$ cat src/rtl/itcm_arbiter.sv
// Single-port ITCM arbiter: fetch, LSU and debug share a 1-cycle-latency SRAM.
// Read responses are steered back to the issuing requester via a registered owner tag.
module itcm_arbiter #(
    parameter int ADDR_WIDTH   = 32,
    parameter int DATA_WIDTH   = 32,
    parameter int ITCM_AW      = 14,
    parameter int STARVE_LIMIT = 4
) (
    input  logic                  cpu_clk,
    input  logic                  cpu_rstn,

    input  logic                  fetch_req,
    input  logic [ADDR_WIDTH-1:0] fetch_addr,
    output logic                  instr_read_data_valid,
    output logic [DATA_WIDTH-1:0] instr_read_data,

    input  logic                  dmem_req,
    input  logic                  dmem_we,
    input  logic [3:0]            dmem_be,
    input  logic [ADDR_WIDTH-1:0] dmem_addr,
    input  logic [DATA_WIDTH-1:0] dmem_wdata,
    output logic                  dmem_gnt,
    output logic                  dmem_rdata_valid,
    output logic [DATA_WIDTH-1:0] dmem_rdata,

    input  logic                  dbg_req,
    input  logic                  dbg_we,
    input  logic [ADDR_WIDTH-1:0] dbg_addr,
    input  logic [DATA_WIDTH-1:0] dbg_wdata,
    output logic                  dbg_gnt,
    output logic                  dbg_rdata_valid,
    output logic [DATA_WIDTH-1:0] dbg_rdata,

    output logic                  itcm_en,
    output logic                  itcm_we,
    output logic [3:0]            itcm_be,
    output logic [ITCM_AW-1:0]    itcm_addr,
    output logic [DATA_WIDTH-1:0] itcm_wdata,
    input  logic [DATA_WIDTH-1:0] itcm_rdata,

    output logic [31:0]           fetch_stall_cnt
);

    typedef enum logic [1:0] {
        OWN_NONE  = 2'd0,
        OWN_FETCH = 2'd1,
        OWN_DMEM  = 2'd2,
        OWN_DBG   = 2'd3
    } owner_t;

    owner_t     owner_r;
    logic [3:0] starve_cnt;

    logic boost;
    logic fetch_win;
    logic dmem_win;
    logic dbg_win;
    logic fetch_denied;

    // Boost lets a starved fetch pre-empt both debug and LSU for one grant.
    assign boost        = fetch_req && (starve_cnt == 4'(STARVE_LIMIT));
    assign fetch_win    = fetch_req && (boost || (!dbg_req && !dmem_req));
    assign dbg_win      = dbg_req && !boost;
    assign dmem_win     = dmem_req && !dbg_req && !boost;
    assign fetch_denied = fetch_req && !fetch_win;

    assign dmem_gnt = dmem_win;
    assign dbg_gnt  = dbg_win;

    always_comb begin
        itcm_en    = 1'b0;
        itcm_we    = 1'b0;
        itcm_be    = '0;
        itcm_addr  = '0;
        itcm_wdata = '0;
        if (fetch_win) begin
            itcm_en   = 1'b1;
            itcm_be   = 4'hF;
            itcm_addr = fetch_addr[ITCM_AW+1:2];
        end else if (dbg_win) begin
            itcm_en    = 1'b1;
            itcm_we    = dbg_we;
            itcm_be    = 4'hF;
            itcm_addr  = dbg_addr[ITCM_AW+1:2];
            itcm_wdata = dbg_wdata;
        end else if (dmem_win) begin
            itcm_en    = 1'b1;
            itcm_we    = dmem_we;
            itcm_be    = dmem_be;
            itcm_addr  = dmem_addr[ITCM_AW+1:2];
            itcm_wdata = dmem_wdata;
        end
    end

    always_ff @(posedge cpu_clk or negedge cpu_rstn) begin
        if (!cpu_rstn) begin
            owner_r         <= OWN_NONE;
            starve_cnt      <= '0;
            fetch_stall_cnt <= '0;
        end else begin
            if (fetch_win)
                owner_r <= OWN_FETCH;
            else if (dbg_win && !dbg_we)
                owner_r <= OWN_DBG;
            else if (dmem_win && !dmem_we)
                owner_r <= OWN_DMEM;
            else
                owner_r <= OWN_NONE;

            if (fetch_denied) begin
                if (starve_cnt != 4'(STARVE_LIMIT))
                    starve_cnt <= starve_cnt + 4'd1;
                fetch_stall_cnt <= fetch_stall_cnt + 32'd1;
            end else begin
                starve_cnt <= '0;
            end
        end
    end

    assign instr_read_data_valid = (owner_r == OWN_FETCH);
    assign dmem_rdata_valid      = (owner_r == OWN_DMEM);
    assign dbg_rdata_valid       = (owner_r == OWN_DBG);

    assign instr_read_data = instr_read_data_valid ? itcm_rdata : '0;
    assign dmem_rdata      = dmem_rdata_valid      ? itcm_rdata : '0;
    assign dbg_rdata       = dbg_rdata_valid       ? itcm_rdata : '0;

    // Address bits outside the ITCM word index are intentionally ignored.
    logic unused_addr_bits;
    assign unused_addr_bits = ^{fetch_addr[ADDR_WIDTH-1:ITCM_AW+2], fetch_addr[1:0],
                                dmem_addr[ADDR_WIDTH-1:ITCM_AW+2],  dmem_addr[1:0],
                                dbg_addr[ADDR_WIDTH-1:ITCM_AW+2],   dbg_addr[1:0]};

endmodule

$ cat config.mk
export PLATFORM = sky130hd
export DESIGN_NAME = itcm_arbiter
export DESIGN_NICKNAME = d
export VERILOG_FILES = /design/src/rtl/itcm_arbiter.sv
export SDC_FILE = /design/constraint.sdc
export NUM_CORES = 1
export LEC_CHECK = 0
export CELL_PAD_IN_SITES_DETAIL_PLACEMENT = 1
export CELL_PAD_IN_SITES_GLOBAL_PLACEMENT = 1
export CORE_AREA = 2 2 149 151
export CTS_BUF_LIST = sky130_fd_sc_hd__clkbuf_8
export CTS_CLUSTER_DIAMETER = 60
export CTS_CLUSTER_SIZE = 28
export DETAILED_ROUTE_END_ITERATION = 12
export DIE_AREA = 0 0 151 153
export DONT_BUFFER_PORTS = 1
export PLACE_DENSITY_LB_ADDON = 0.1
export SLEW_MARGIN = 20
export SYNTH_ARGS = -nofsm -noshare
export SYNTH_HDL_FRONTEND = slang
export SYNTH_SLANG_ARGS = --single-unit
$ cat constraint.sdc
create_clock -name cpu_clk -period 1.88 [get_ports cpu_clk]
set_clock_uncertainty 0.05 [all_clocks]
set_input_delay 0.188 -clock cpu_clk [delete_from_list [all_inputs] [get_ports cpu_clk]]
set_output_delay 0.188 -clock cpu_clk [all_outputs]
set_load 0.05 [all_outputs]
==> flow_summary_export.csv <==
group,metric,value,unit
cells_and_area,antenna_cells,0,
run,max_cap_viol_count,0,
run_status,outcome,"finished with violations",
worst_hold_path,hp-start,"dbg_we",
yosys,synthesis.area,3040,sq um
global_routing,grt_pass1_wl,22.9,mm
floorplan,core_region_area,21500,sq um
global_routing,grt_util_all_layers,0.125,
yosys,ys_seq_area_frac,0.313,
pwr,swShare,0.458,
routing,wire_per_inst,19.3,microns
clocking,tritoncts,"built",
routing,vias,3514,
sta,drv_slew,0,
yosys,async_flop_share,1.00,
placed_design,gp_congestion,0.719,
global_routing,met2_usage,0.223,
yosys,synth_cells,363,
clocking,numClockSinks,38,
placed_design,port_buffers,0,
placed_design,dp_cells,790,
cells_and_area,syn2layout_area_growth,115,%
worst_hold_path,hold_path_depth,1,
global_routing,grt_antenna_before_repair,0,
critical_path,cp.arrival,1980,ps
yosys,yosys.area.top_type_share,0.313,
critical_path,cp-start-kind,"register",
routing,viasPerCell,4.33,
sta,setup_slack,-335,ps
cells_and_area,seqCellArea,962,sq um
yosys,ys.flop_type,"dfrtp_1",
floorplan,dieArea,23100,sq um
sta,rsz0062_at_grt,"true",
placed_design,dpl-instance-area,6110,sq um
critical_path,path_class,"reg2out",
routing,ant_nets,0,
sta,max_slew_margin,0.659,
cells_and_area,post-route-cell-area,6540,sq um
sta,max_slew.worst_pin.slew,511,ps
pwr,peakVddDrop,0.000515,V
global_routing,grt_busiest_layer,"met2",
routing,drc,0,
yosys,ys_types,34,
routing,first_pass_iters,4,
global_routing,met3_usage,0.0379,
clocking,clkTransAtPathRegs,70,ps
sta,hold_viol,0,
critical_path,reg2reg_from,"starve_cnt[0]$_DFFE_PN0P_",
clocking,cts_root_buf,"clkbuf_8",
run_status,violations,"negative setup slack",
yosys,synth.most_common_cell,"and2_1",
critical_path,end_kind,"output port",
yosys,synth-edff-count,0,
sta,fmax,451,MHz
global_routing,grt_max_degree,39,
cells_and_area,nets,736,
pwr,power_frac_seq,0.241,
cells_and_area,stdcell_count,811,
floorplan,die_height,153,microns
pwr,p_per_area,608,nW/um^2
pwr,p_leak,2.98,nW
critical_path,worstRegToRegCells,7,
worst_hold_path,min_to,"owner_r[1]$_DFF_PN0_",
critical_path,reg2reg_to,"fetch_stall_cnt[30]$_DFFE_PN0P_",
floorplan,start_util,0.141,
critical_path,cp_max_fo,19,
yosys,yosysTopAreaCell,"dfrtp_1",
sta,fin_crit,2210,ps
floorplan,die_w,151,microns
floorplan,io_pins,388,
cells_and_area,drive_gt1_frac,0.522,
global_routing,gr-usage-met1,0.150,
routing,totalWireLength,15.6,mm
sta,finalCritPeriodShare,1.18,
routing,first_iter_violations,78,
pwr,p_comb_frac,0.591,
cells_and_area,fillCellCount,2404,
global_routing,grt_pass1_vias,3700,
yosys,ys_ff_latch,38,
yosys,synth_fp_nets,569,
yosys,synth_common_cells,"and2_1 (67), and3_1 (43), dfrtp_1 (38), a22o_1 (33), nand2_1 (29)",
yosys,synth_top_cells_by_area,"dfrtp_1 (31%), and2_1 (14%), a22o_1 (9.5%)",
global_routing,overflow,0,
pwr,power_switching,1.82,mW
yosys,avgSynthCellArea,8.37,sq um
critical_path,regToRegSetupSlack,-50,ps
clocking,insertion_delay,280,ps
pwr,p_int,2.15,mW
yosys,ys.warnings.count,0,
cells_and_area,multiInputGateArea,2530,sq um
worst_hold_path,hold_class,"in2reg",
sta,setup_viol,59,
clocking,clock_path_buffers,2,
floorplan,rows,54,
critical_path,worstPathRequired,1640,ps
clocking,cts-htree-levels,2,
placed_design,hpwl,12.7,mm
pwr,clockPowerShare,0.168,
clocking,cts_buffers,5,
==> through the flow <==
stage	setup slack [ps]	utilization	total power, mW	hold WS [ps]	TNS [ps]
finish	-335	0.305	3.98	11.7	-15070
global route	-473	0.305	4.15	1.73	-24010
CTS	-381	0.301	4.04	5.43	-17820
detailed placement	-135	0.284	3.28	-156	-3620
global placement	-93.6	0.284	3.25	-156	-2030
floorplan	-47.6	-	2.46	-158	-333
==> layout make-up <==
class / count / area share
multi-input cells: 294 / 0.387
repair buffers: 185 / 0.386
flip-flops and latches: 38 / 0.147
well taps: 280 / 0.0535
clock buffers: 8 / 0.0168
inverters: 4 / 0.00669
repair inverters: 2 / 0.00306
==> metal layers <==
metal | vias up | wire, microns
li1 | 1614 | -
met1 | 1711 | 6280
met2 | 177 | 7760
met3 | 12 | 1480
met4 | 0 | 105
met5 | - | 0
==> sequential cells by signal, indices dropped and copies added (netlist names) <==
signal	count
owner_r	2
fetch_stall_cnt	32
starve_cnt	4
==> worst max-delay path: stages (launching register included) <==
cell and delay, ps:
dfrtp_1 380, inv_1 60, ha_1 150, and3b_2 210, and2_4 150, nand2b_4 230
inv_16 80, a22o_4 280, buf_12 150
==> power by group through the flow <==
stage | registers, mW | clock network [mW] | logic, mW
2_1_floorplan | 1.25 | 0 | 1.21
3_3_place_gp | 0.969 | 0 | 2.28
3_5_place_dp | 0.973 | 0 | 2.30
4_1_cts | 0.959 | 0.706 | 2.37
5_1_grt | 0.969 | 0.726 | 2.46
6_report | 0.957 | 0.668 | 2.35
==> placed cells by master (no fill, tap or decap), types with 3 or more instances in the layout <==
cell type      netlist  final
a211o_4              0      3
clkbuf_8             0      8
nand2_1             29     20
dlygate4sd3_1        0      3
buf_12               0     88
and2_1              67     66
dfrtp_1             38     29
a22o_4               0     33
xnor2_1             22     22
nand4_1             12     12
dfrtp_2              0      9
xor2_1              11     11
and3_1              43     42
a22oi_1             14     14
nand2_4              0      4
o21ai_4              0     13
buf_6                1      6
nor2_1               9      9
nand3_1             11     10
nand2_2              0      5
buf_4                0     87
==> cell families (layout without fill, tap and decap cells) <==
family                     after synthesis  after routing  share of synthesized area
AOI/OAI and AO/OA                       69             69                      0.173
xor gates and xnor gates                33             33                     0.0951
adders and majority gates                3              3                     0.0124
buffers and inverters                   31            199                     0.0441
DFF                                     38             38                      0.313
and+or+nand+nor                        189            189                      0.363
==> how the worst max path moves through the flow <==
| stage | startpoint | end | cells after the start |
|---|---|---|---|
| 2_1_floorplan | starve_cnt[0]$_DFFE_PN0P_ | itcm_be[0] | 8 |
| 3_3_place_gp | starve_cnt[0]$_DFFE_PN0P_ | itcm_we | 7 |
| 3_5_place_dp | starve_cnt[0]$_DFFE_PN0P_ | itcm_we | 7 |
| 4_1_cts | starve_cnt[0]$_DFFE_PN0P_ | itcm_be[0] | 7 |
| 5_1_grt | starve_cnt[0]$_DFFE_PN0P_ | itcm_wdata[0] | 8 |
| 6_report | starve_cnt[0]$_DFFE_PN0P_ | itcm_wdata[0] | 8 |
==> what timing repair did <==
| action | CTS | global route |
|---|---|---|
| hold endpoints to repair | 40 | 0 |
| setup endpoints to repair | 70 | 74 |
| pin swaps | 11 | 11 |
| gates resized for setup | 36 | 10 |
| cloned | 2 | 0 |
| setup buffers | 2 | 5 |
| hold buffers | 4 | 0 |
(Power assumes the default switching activity.)
